===== src/rtl/dec_pkg.sv =====
// rtl/dec_pkg.sv - shared FSM state, mode encodings and one-hot helper for seq_onehot_decoder
package dec_pkg;

   typedef enum logic {
      IDLE = 1'b0,
      SCAN = 1'b1
   } state_e;

   localparam logic MODE_DIRECT = 1'b0;
   localparam logic MODE_SCAN   = 1'b1;

   localparam int MAX_SEL_W = 6;
   localparam int MAX_OUT_W = 1 << MAX_SEL_W;

   function automatic logic [MAX_OUT_W-1:0] onehot(input logic [MAX_SEL_W-1:0] idx);
      onehot = MAX_OUT_W'(1) << idx;
   endfunction

endpackage


===== src/rtl/dwell_counter.sv =====
// rtl/dwell_counter.sv - loadable down-counter with zero flag; holds at zero
module dwell_counter #(
   parameter int DWELL_W = 4
) (
   input  logic               clk,
   input  logic               rst,
   input  logic               load_i,
   input  logic [DWELL_W-1:0] load_val_i,
   input  logic               dec_i,
   output logic               zero_o
);

   logic [DWELL_W-1:0] cnt_q, cnt_d;

   always_comb begin
      cnt_d = cnt_q;
      if (load_i) begin
         cnt_d = load_val_i;
      end else if (dec_i && (cnt_q != '0)) begin
         cnt_d = cnt_q - 1'b1;
      end
   end

   always_ff @(posedge clk or posedge rst) begin
      if (rst) begin
         cnt_q <= '0;
      end else begin
         cnt_q <= cnt_d;
      end
   end

   assign zero_o = (cnt_q == '0);

endmodule


===== src/rtl/seq_onehot_decoder.sv =====
// rtl/seq_onehot_decoder.sv - registered binary-to-one-hot decoder with optional scan walk
// Scan mode, busy/done and dwell logic exist only when DEC_SCAN_EN is defined.
module seq_onehot_decoder
   import dec_pkg::*;
#(
   parameter int SEL_W   = 3,
   parameter int DWELL_W = 4
) (
   input  logic                    clk,
   input  logic                    rst,
   input  logic [SEL_W-1:0]        inp,
   input  logic                    in_valid,
   output logic                    in_ready,
   input  logic                    mode,
   input  logic [DWELL_W-1:0]      dwell,
   output logic [(1<<SEL_W)-1:0]   out,
   output logic                    out_valid,
   output logic                    busy,
   output logic                    done
);

   localparam int OUT_W = 1 << SEL_W;

   logic [OUT_W-1:0] out_q, out_d;
   logic             out_valid_q;

   assign out_d     = OUT_W'(onehot(MAX_SEL_W'(inp)));
   assign out       = out_q;
   assign out_valid = out_valid_q;

`ifdef DEC_SCAN_EN

   state_e             state_q;
   logic [SEL_W-1:0]   step_q;
   logic [DWELL_W-1:0] dwell_q;
   logic               busy_q, done_q;
   logic               cnt_zero, cnt_load, step_last, start_scan;

   assign in_ready   = (state_q == IDLE);
   assign busy       = busy_q;
   assign done       = done_q;
   assign step_last  = &step_q;
   assign start_scan = (state_q == IDLE) && in_valid && (mode == MODE_SCAN);

   // Reload on scan start (fresh dwell) and on every position advance (latched dwell).
   assign cnt_load = start_scan || ((state_q == SCAN) && cnt_zero && !step_last);

   dwell_counter #(
      .DWELL_W (DWELL_W)
   ) u_dwell_counter (
      .clk        (clk),
      .rst        (rst),
      .load_i     (cnt_load),
      .load_val_i ((state_q == IDLE) ? dwell : dwell_q),
      .dec_i      (state_q == SCAN),
      .zero_o     (cnt_zero)
   );

   always_ff @(posedge clk or posedge rst) begin
      if (rst) begin
         state_q     <= IDLE;
         out_q       <= '0;
         out_valid_q <= 1'b0;
         busy_q      <= 1'b0;
         done_q      <= 1'b0;
         step_q      <= '0;
         dwell_q     <= '0;
      end else begin
         out_valid_q <= 1'b0;
         done_q      <= 1'b0;
         case (state_q)
            IDLE: begin
               if (in_valid) begin
                  out_q       <= out_d;
                  out_valid_q <= 1'b1;
                  if (mode == MODE_SCAN) begin
                     state_q <= SCAN;
                     busy_q  <= 1'b1;
                     dwell_q <= dwell;
                     step_q  <= '0;
                  end
               end
            end
            SCAN: begin
               if (cnt_zero) begin
                  if (!step_last) begin
                     out_q       <= {out_q[OUT_W-2:0], out_q[OUT_W-1]};
                     step_q      <= step_q + SEL_W'(1);
                     out_valid_q <= 1'b1;
                  end else begin
                     state_q <= IDLE;
                     out_q   <= '0;
                     busy_q  <= 1'b0;
                     done_q  <= 1'b1;
                  end
               end
            end
            default: state_q <= IDLE;
         endcase
      end
   end

`else

   logic unused_scan_inputs;
   assign unused_scan_inputs = ^{mode, dwell};

   assign in_ready = 1'b1;
   assign busy     = 1'b0;
   assign done     = 1'b0;

   always_ff @(posedge clk or posedge rst) begin
      if (rst) begin
         out_q       <= '0;
         out_valid_q <= 1'b0;
      end else begin
         out_valid_q <= in_valid;
         if (in_valid) begin
            out_q <= out_d;
         end
      end
   end

`endif

endmodule


===== config.mk =====
export PLATFORM = sky130hd
export DESIGN_NAME = seq_onehot_decoder
export DESIGN_NICKNAME = d
export VERILOG_FILES = /design/src/rtl/dec_pkg.sv /design/src/rtl/dwell_counter.sv /design/src/rtl/seq_onehot_decoder.sv
export SDC_FILE = /design/constraint.sdc
export NUM_CORES = 1
export LEC_CHECK = 0
export BUFFER_PORTS_ARGS = -buffer_cell sky130_fd_sc_hd__buf_4
export CAP_MARGIN = 20
export CORE_AREA = 3 3 40 42
export CTS_CLUSTER_SIZE = 30
export DETAILED_ROUTE_END_ITERATION = 8
export DIE_AREA = 0 0 43 45
export HOLD_SLACK_MARGIN = 0.1
export PLACE_DENSITY_LB_ADDON = 0.2
export SLEW_MARGIN = 20
export SYNTH_ARGS = -nofsm -noshare
export SYNTH_HDL_FRONTEND = slang
export SYNTH_SLANG_ARGS = --single-unit

===== constraint.sdc =====
create_clock -name clk -period 1.1 [get_ports clk]
set_input_delay 0.22 -clock clk [delete_from_list [all_inputs] [get_ports clk]]
set_output_delay 0.22 -clock clk [all_outputs]
set_load 0.05 [all_outputs]

==> flow_metrics.env, run 1 <==
export IMPL_syn_area_sq_um=402
export IMPL_io_pins=23
export IMPL_antenna_found_initial=0
export IMPL_dieArea_sq_um=1940
export IMPL_synth_common_cells="dfrtp_1, inv_1, o22ai_1"
export IMPL_syn_inst=39
export IMPL_totalWireLength_um=731
export IMPL_htreeDepth=1
export IMPL_die_h_um=45
export IMPL_start_util_pct=31.3
export IMPL_synthArstFlopShare_pct=100
export IMPL_gr_total_overflow=0
export IMPL_slew_violations=0
export IMPL_finalSetupViolCount=0
export IMPL_drt_iter0_drc=9
export IMPL_cts_setup_buffers=0
export IMPL_ant_nets=0
export IMPL_finish_utilization_pct=41.4
export IMPL_cp_cell_sequence="buf_4"
export IMPL_grt_pass1_vias=271
export IMPL_finalCriticalPeriod_ps=1040
export IMPL_antenna_cells=0
export IMPL_grt_max_degree=14
export IMPL_p_leak_nw=0.263
export IMPL_synth_edf_count=0
export IMPL_hp_class="in2reg"
export IMPL_power_frac_clock_pct=31.1
export IMPL_hold_viol_final=0
export IMPL_synth_largest_area_cell="dfrtp_1"
export IMPL_crit_family="flip-flops"
export IMPL_finalClockSkew_ps=0
export IMPL_clk_latency_ps=250
export IMPL_cts_sinks=9
export IMPL_status="finished, final reports clean"
export IMPL_critPathMaxStageDelay_ps=380
export IMPL_critPathArrivalTime_ps=820
export IMPL_cts_made_buffers=3
export IMPL_endpoint_kind="output port"
export IMPL_power_switching_w=0.000250
export IMPL_viasPerCell=4.26
export IMPL_tritoncts="done"
export IMPL_crit_cells=1
export IMPL_yosysSeqAreaShare_pct=56.1
export IMPL_cp_max_fo=2
export IMPL_max_freq_mhz=959
export IMPL_p_int_w=0.000544
export IMPL_cp_startpoint="out[5]"
export IMPL_cp_num_buf_inv=1
export IMPL_dominantRegCellSynth="dfrtp_1"
export IMPL_rows=13
export IMPL_cts_root_buf="clkbuf_4"
export IMPL_synth_area_leaders="dfrtp_1, o22ai_1, inv_1"
export IMPL_swShare_pct=31.5
export IMPL_core_area_sq_um=1280
export IMPL_fill_cells=134
export IMPL_vdd_drop_max_mv=0.580
export IMPL_yosysWarnings=0
export IMPL_rsz0062_at_grt="false"
export IMPL_drive_above_1_share_pct=34.5
export IMPL_reg2reg_depth=2
export IMPL_num_vias=298
export IMPL_seqPwrFrac_pct=45.1
export IMPL_clk_pin_slew_worst_paths_ps=60
export IMPL_synth_cell_type_count=11
export IMPL_die_w_um=43
export IMPL_yosys_area_top_type_share_pct=56.1
export IMPL_synth_seq_cells=9
export IMPL_grt_pass1_wl_um=1140
export IMPL_postLayoutCellArea_sq_um=532
export IMPL_wl_per_cell_um=10.4
export IMPL_startpoint_type="flip-flop"
export IMPL_dp_hpwl_um=547
export IMPL_dpl_instance_area_sq_um=495
export IMPL_r2r_end="out[4]"
export IMPL_portBuffers=14
export IMPL_syn2layout_area_growth_pct=32.4
export IMPL_power_density_nw_per_um2=1490
export IMPL_crit_type="reg2out"
export IMPL_grt_total_usage_pct=8.43
export IMPL_cpMaxStageDelayCell="dfrtp_1"
export IMPL_reg2reg_from="out[4]"
export IMPL_min_from="in_valid"
export IMPL_first_pass_iters=4
export IMPL_num_nets_final=67
export IMPL_min_period_over_period_pct=94.8
export IMPL_gp_congestion=0.699
export IMPL_maxCapViolations=0
export IMPL_tns_ps=0
export IMPL_route_detailed_drc=0
export IMPL_syn_area_per_cell_sq_um=10.3
export IMPL_cp_required_ps=880
export IMPL_reg2reg_slack_ps=480
export IMPL_endpoint="out[5]"
export IMPL_comb_power_share_pct=23.8
export IMPL_cts_buffer_depth=2
how the worst min path moves through the flow:
stage | endpoint | slack [ps] | cells after the start
global placement | out_valid | 210 | 2
finish | out_valid | 180 | 1
global route | out_valid | 170 | 1
floorplan | out[0] | 50 | 1
detailed placement | out_valid | 210 | 2
CTS | out_valid | 170 | 1
power by group through the flow:
| stage | Sequential [W] | Combinational (W) | Clock [W] |
|---|---|---|---|
| after floorplan | 0.000431 | 0.0000729 | 0 |
| after global placement | 0.000364 | 0.000187 | 0 |
| after detailed placement | 0.000365 | 0.000188 | 0 |
| after CTS | 0.000358 | 0.000191 | 0.000263 |
| after global routing | 0.000361 | 0.000200 | 0.000275 |
| final | 0.000358 | 0.000189 | 0.000247 |
sequential cells by signal (all words and copies together), names as in the netlist:
signal,count
out,8
out_valid,1
through the flow:
stage / cells / power (W) / hold WS (ps) / setup slack (ps)
2_1_floorplan: 40 / 0.000504 / 47.9 / 187
3_3_place_gp: 65 / 0.000551 / 209 / 246
3_5_place_dp: 65 / 0.000552 / 212 / 253
4_1_cts: 70 / 0.000812 / 169 / 43.8
5_1_grt: 70 / 0.000837 / 172 / 17.9
6_report: 70 / 0.000794 / 180 / 57.3
cells in the final DEF (no fill, tap or decap):
master,instances
o32ai_2,1
dlygate4sd3_1,1
dfrtp_1,9
inv_1,9
nand2_1,2
conb_1,3
clkbuf_4,3
buf_4,14
clkbuf_1,1
nand2_2,1
o22ai_1,6
nand2b_1,4
o32ai_1,1
cell families (layout without fill, tap and decap cells):
kind of cell	Yosys count	count (layout)	share of synthesized area [%]
AO/OA/AOI/OAI	8	8	15.6
AND/OR/NAND/NOR	7	7	9.66
buffers and inverters	13	28	16.8
other	2	3	1.87
flip-flops	9	9	56.1
final cells by class:
cell class | instances | area, sq um | area share (%)
flip-flops and latches | 9 | 225 | 42.4
repair buffers | 15 | 115 | 21.6
multi-input cells | 18 | 113 | 21.2
inverters | 9 | 33.8 | 6.35
clock buffers | 4 | 26.3 | 4.94
well taps | 15 | 18.8 | 3.53
per-layer routing:
metal	GRT usage (%)	wire (um)	up-vias
met3	3.98	69	2
met2	9.28	270	14
met4	7.23	6	0
met5	0	0	-
li1	-	-	148
met1	11.8	385	134
worst reg2reg max path, cell delays in order, from the launching register on:
cell and delay, ps:
dfrtp_1 370, inv_1 60, o32ai_2 70
timing repair:
item / 4_1_cts / 5_1_grt
hold endpoints to repair: 9 / 0
hold buffers: 1 / 0
gates resized for setup: 0 / 0
endpoints found under the setup margin: 0 / 0
No activity file was read; power rests on OpenSTA's default activity.
==> run 2: changes to the inputs <==
--- a/config.mk
+++ b/config.mk
@@ -7,10 +7,12 @@
 export LEC_CHECK = 0
 export BUFFER_PORTS_ARGS = -buffer_cell sky130_fd_sc_hd__buf_4
 export CAP_MARGIN = 20
-export CORE_AREA = 3 3 40 42
+export CELL_PAD_IN_SITES_DETAIL_PLACEMENT = 2
+export CELL_PAD_IN_SITES_GLOBAL_PLACEMENT = 2
+export CORE_MARGIN = 3
+export CORE_UTILIZATION = 24
 export CTS_CLUSTER_SIZE = 30
 export DETAILED_ROUTE_END_ITERATION = 8
-export DIE_AREA = 0 0 43 45
 export HOLD_SLACK_MARGIN = 0.1
 export PLACE_DENSITY_LB_ADDON = 0.2
 export SLEW_MARGIN = 20
==> constraint.sdc (replaced) <==
create_clock -name clk -period 1.1 [get_ports clk]
set_input_delay 0.22 -clock clk [delete_from_list [all_inputs] [get_ports clk]]
set_output_delay 0.22 -clock clk [all_outputs]
set_load 0.02 [all_outputs]
==> flow_metrics.env, run 2 (synthesized netlist as in run 1, its figures left out) <==
export IMPL_status="finished, final reports clean"
export IMPL_cp_num_buf_inv=1
export IMPL_wl_per_cell_um=12.8
export IMPL_final_common_cell="buf_4"
export IMPL_endpoint_kind="output port"
export IMPL_use_met3_pct=4.21
export IMPL_max_freq_mhz=976
export IMPL_critPathMaxStageDelay_ps=390
export IMPL_layout_common_cells="buf_4, inv_1, dfrtp_1"
export IMPL_finalSetupViolCount=0
export IMPL_ant_nets=0
export IMPL_gr_total_overflow=0
export IMPL_whs_ps=185
export IMPL_min_path_cells=1
export IMPL_grt_use_met2_pct=15.4
export IMPL_hp_class="in2reg"
export IMPL_grt_max_degree=14
export IMPL_dp_hpwl_um=723
export IMPL_drive_above_1_share_pct=34.5
export IMPL_vdd_drop_max_mv=0.393
export IMPL_top_usage_layer="met2"
export IMPL_reg2reg_slack_ps=450
export IMPL_cpMaxStageDelayCell="dfrtp_1"
export IMPL_clk_latency_ps=250
export IMPL_critPathArrivalTime_ps=800
export IMPL_num_vias=314
export IMPL_cts_made_buffers=3
export IMPL_crit_type="reg2out"
export IMPL_grt_pass1_vias=333
export IMPL_grtUsageMet1_pct=12.2
export IMPL_largest_reg_flops=8
export IMPL_grt_total_usage_pct=9.88
export IMPL_rsz0062_at_grt="false"
export IMPL_dieArea_sq_um=2200
export IMPL_htreeDepth=1
export IMPL_reg2reg_depth=2
export IMPL_gp_congestion=0.716
export IMPL_crit_family="flip-flops"
export IMPL_die_h_um=46.9
export IMPL_cts_sinks=9
export IMPL_io_pins=23
export IMPL_cp_cell_sequence="buf_4"
export IMPL_die_w_um=46.9
export IMPL_crit_cells=1
export IMPL_syn2layout_area_growth_pct=32.7
export IMPL_viasPerCell=4.42
export IMPL_antenna_cells=0
export IMPL_tns_ps=0
export IMPL_rows=14
export IMPL_num_nets_final=67
export IMPL_finalCriticalPeriod_ps=1020
export IMPL_power_density_nw_per_um2=1390
export IMPL_clk_pin_slew_worst_paths_ps=60
export IMPL_portBuffers=14
export IMPL_hold_viol_final=0
export IMPL_finalClockSkew_ps=0
export IMPL_startpoint_type="flip-flop"
export IMPL_maxCapViolations=0
export IMPL_cp_required_ps=880
export IMPL_first_pass_iters=2
export IMPL_cp_max_fo=2
export IMPL_p_leak_nw=0.263
export IMPL_route_detailed_drc=0
export IMPL_tritoncts="done"
export IMPL_core_area_sq_um=1540
export IMPL_antenna_found_initial=0
export IMPL_start_util_pct=26.1
export IMPL_totalWireLength_um=906
export IMPL_min_period_over_period_pct=93.1
export IMPL_slew_violations=0
export IMPL_drt_iter0_drc=1
export IMPL_grt_pass1_wl_um=1500
export IMPL_cts_buffer_depth=2
export IMPL_cts_root_buf="clkbuf_4"
## run 2: cell counts in the layout (fill, tap and decap cells not counted)
Identical to the previous run, type by type.
## run 2: what timing repair did
| item | CTS | global route |
|---|---|---|
| hold buffers | 1 | 0 |
| hold endpoints to repair | 9 | 0 |
| endpoints found under the setup margin | 0 | 0 |
| resized for setup | 0 | 0 |
| setup buffers | 0 | 0 |
## run 2: layout make-up
class	instances	area, sq um
Sequential cell	9	225
Timing Repair Buffer	15	115
Inverter	9	33.8
Tap cell	16	20.0
Multi-Input combinational cell	18	113
Fill cell	189	1010
Clock buffer	4	26.3
## run 2: layer usage
| layer | up-vias | routed length, um |
|---|---|---|
| li1 | 152 | - |
| met3 | 0 | 81 |
| met5 | - | 0 |
| met1 | 149 | 407 |
| met4 | 0 | 0 |
| met2 | 13 | 417 |
## run 2: final timing paths
kind                           from   endpoint
setup / recovery             out[1]     out[1]
hold / removal             in_valid  out_valid
setup reg to reg             out[1]     out[1]
hold reg to reg              out[7]     out[7]
max in group asynchronous       rst     out[3]
min in group asynchronous       rst  out_valid
## run 2: per-stage QoR
step | power, W | setup WS, ps | std cells | instance area [sq um] | util (%)
after floorplan | 0.000447 | 390 | 40 | 405 | -
after global placement | 0.000494 | 291 | 66 | 497 | 32.2
after detailed placement | 0.000499 | 251 | 66 | 497 | 32.2
after CTS | 0.000760 | 69.4 | 71 | 533 | 34.6
final | 0.000742 | 75.4 | 71 | 533 | 34.6
after global routing | 0.000801 | 25.5 | 71 | 533 | 34.6
## run 2: report_power, final
part	internal, W	switching, W
combinational	0.0000545	0.0000795
clock	0.000139	0.000109
sequential	0.000350	0.00000950
total	0.000543	0.000198
==> run 3: changes to the inputs <==
--- a/config.mk
+++ b/config.mk
@@ -5,14 +5,14 @@
 export SDC_FILE = /design/constraint.sdc
 export NUM_CORES = 1
 export LEC_CHECK = 0
-export BUFFER_PORTS_ARGS = -buffer_cell sky130_fd_sc_hd__buf_4
 export CAP_MARGIN = 20
 export CELL_PAD_IN_SITES_DETAIL_PLACEMENT = 2
 export CELL_PAD_IN_SITES_GLOBAL_PLACEMENT = 2
 export CORE_MARGIN = 3
-export CORE_UTILIZATION = 24
+export CORE_UTILIZATION = 27
 export CTS_CLUSTER_SIZE = 30
 export DETAILED_ROUTE_END_ITERATION = 8
+export DONT_BUFFER_PORTS = 1
 export HOLD_SLACK_MARGIN = 0.1
 export PLACE_DENSITY_LB_ADDON = 0.2
 export SLEW_MARGIN = 20
==> constraint.sdc (replaced) <==
create_clock -name clk -period 0.9 [get_ports clk]
set_input_delay 0.18 -clock clk [delete_from_list [all_inputs] [get_ports clk]]
set_output_delay 0.18 -clock clk [all_outputs]
set_load 0.02 [all_outputs]
==> flow_metrics.env, run 3 (synthesized netlist as in run 1, its figures left out) <==
export IMPL_cp_num_buf_inv=1
export IMPL_largest_reg_flops=8
export IMPL_clk_pin_slew_worst_paths_ps=60
export IMPL_dieArea_sq_um=1990
export IMPL_wl_met1_um=367
export IMPL_cpMaxStageDelayCell="dfrtp_1"
export IMPL_cp_cell_sequence="buf_6"
export IMPL_power_total_w=0.000937
export IMPL_topRoutingLayerUsed="met3"
export IMPL_endpoint_kind="output port"
export IMPL_cts_made_buffers=3
export IMPL_grt_total_usage_pct=11.2
export IMPL_vdd_drop_max_mv=0.681
export IMPL_max_freq_mhz=1020
export IMPL_min_period_over_period_pct=109
export IMPL_core_area_sq_um=1350
export IMPL_cp_required_ps=720
export IMPL_layout_cells_non_filler=74
export IMPL_power_density_nw_per_um2=1560
export IMPL_status="finished, violations left"
export IMPL_first_pass_iters=4
export IMPL_start_util_pct=29.7
export IMPL_num_vias=341
export IMPL_slew_violations=0
export IMPL_dr_wl_met3_um=139
export IMPL_antenna_found_initial=0
export IMPL_gr_total_overflow=0
export IMPL_antenna_cells=0
export IMPL_finalSetupViolCount=9
export IMPL_crit_type="reg2out"
export IMPL_num_nets_final=71
export IMPL_syn2layout_area_growth_pct=49.2
export IMPL_grt_pass1_wl_um=1550
export IMPL_cts_buffer_depth=2
export IMPL_cp_max_fo=2
export IMPL_portBuffers=0
export IMPL_dp_cells=59
export IMPL_startpoint_type="flip-flop"
export IMPL_hp_class="in2reg"
export IMPL_dp_hpwl_um=698
export IMPL_maxCapViolations=0
export IMPL_rsz0062_at_grt="true"
export IMPL_final_common_cell="buf_4"
export IMPL_critPathMaxStageDelay_ps=400
export IMPL_clk_latency_ps=260
export IMPL_route_detailed_drc=0
export IMPL_grt_max_degree=14
export IMPL_violations="negative hold slack, negative setup slack"
export IMPL_drt_iter0_drc=2
export IMPL_totalWireLength_um=1030
export IMPL_p_leak_nw=0.295
export IMPL_critPathArrivalTime_ps=800
export IMPL_viasPerCell=4.61
export IMPL_timing_final_ws_setup_ps=-79.3
export IMPL_io_pins=23
export IMPL_crit_family="flip-flops"
export IMPL_finalClockSkew_ps=0
export IMPL_whs_ps=-58.4
export IMPL_wl_per_cell_um=13.9
export IMPL_die_w_um=44.6
export IMPL_route_met2_wl_um=518
export IMPL_drive_above_1_share_pct=45.8
export IMPL_tritoncts="done"
export IMPL_grt_pass1_vias=364
export IMPL_cts_root_buf="clkbuf_4"
export IMPL_finalCriticalPeriod_ps=979
export IMPL_gp_congestion=0.685
export IMPL_cts_sinks=9
export IMPL_ctsHoldBuffers=1
export IMPL_rows=13
export IMPL_hold_viol_final=1
export IMPL_htreeDepth=1
export IMPL_die_h_um=44.6
export IMPL_layout_common_cells="buf_4, dfrtp_1, buf_6"
export IMPL_ant_nets=0
==> run 3: per-stage QoR <==
stage               hold WS [ps]  utilization (%)  TNS (ps)  instance area [sq um]  setup slack (ps)
finish                     -58.4             44.4      -529                    599             -79.3
global route               -85.4             44.4      -958                    599              -126
CTS                        -62.9             41.1      -600                    554             -80.0
detailed placement          58.4             33.4         0                    450               193
global placement            43.5             33.4         0                    450               207
floorplan                   7.92                -         0                    405               190
==> run 3: power by group <==
part	internal (W)	total, W	switching [W]
clock	0.000171	0.000311	0.000141
combinational	0.0000937	0.000178	0.0000844
sequential	0.000428	0.000447	0.0000190
total	0.000693	0.000937	0.000244
==> run 3: layout make-up <==
type | instances | area, sq um
Sequential cell | 9 | 226
Inverter | 9 | 33.8
Fill cell | 148 | 751
Tap cell | 15 | 18.8
Multi-Input combinational cell | 18 | 119
Clock buffer | 4 | 26.3
Timing Repair Buffer | 19 | 175
==> run 3: what timing repair did <==
action / in CTS / in global routing
endpoints found under the setup margin: 8 / 9
hold endpoints to repair: 18 / 9
setup buffers: 5 / 5
resized for setup: 8 / 4
==> run 3: worst reg2reg max path, cell delays in order (launching register included) <==
cell	delay, ps
dfrtp_1	400
buf_4	140
buf_4	120
inv_1	50
o22ai_1	70
==> run 3: worst paths after layout <==
kind | slack [ps] | from | end | depth (start not counted)
min reg2reg | 580 | out[7] | out[7] | 2
min in group asynchronous | 330 | rst | out[2] | 2
min | -60 | in_valid | out_valid | 0
max in group asynchronous | 290 | rst | out_valid | 2
max | -80 | out[5] | out[5] | 1
max reg2reg | 0 | out[5] | out[5] | 4
==> run 3: layer usage <==
layer	track usage, %	vias to the layer above
met1	10.5	162
met5	0	-
li1	-	159
met3	8.54	0
met4	3.61	0
met2	18.6	20
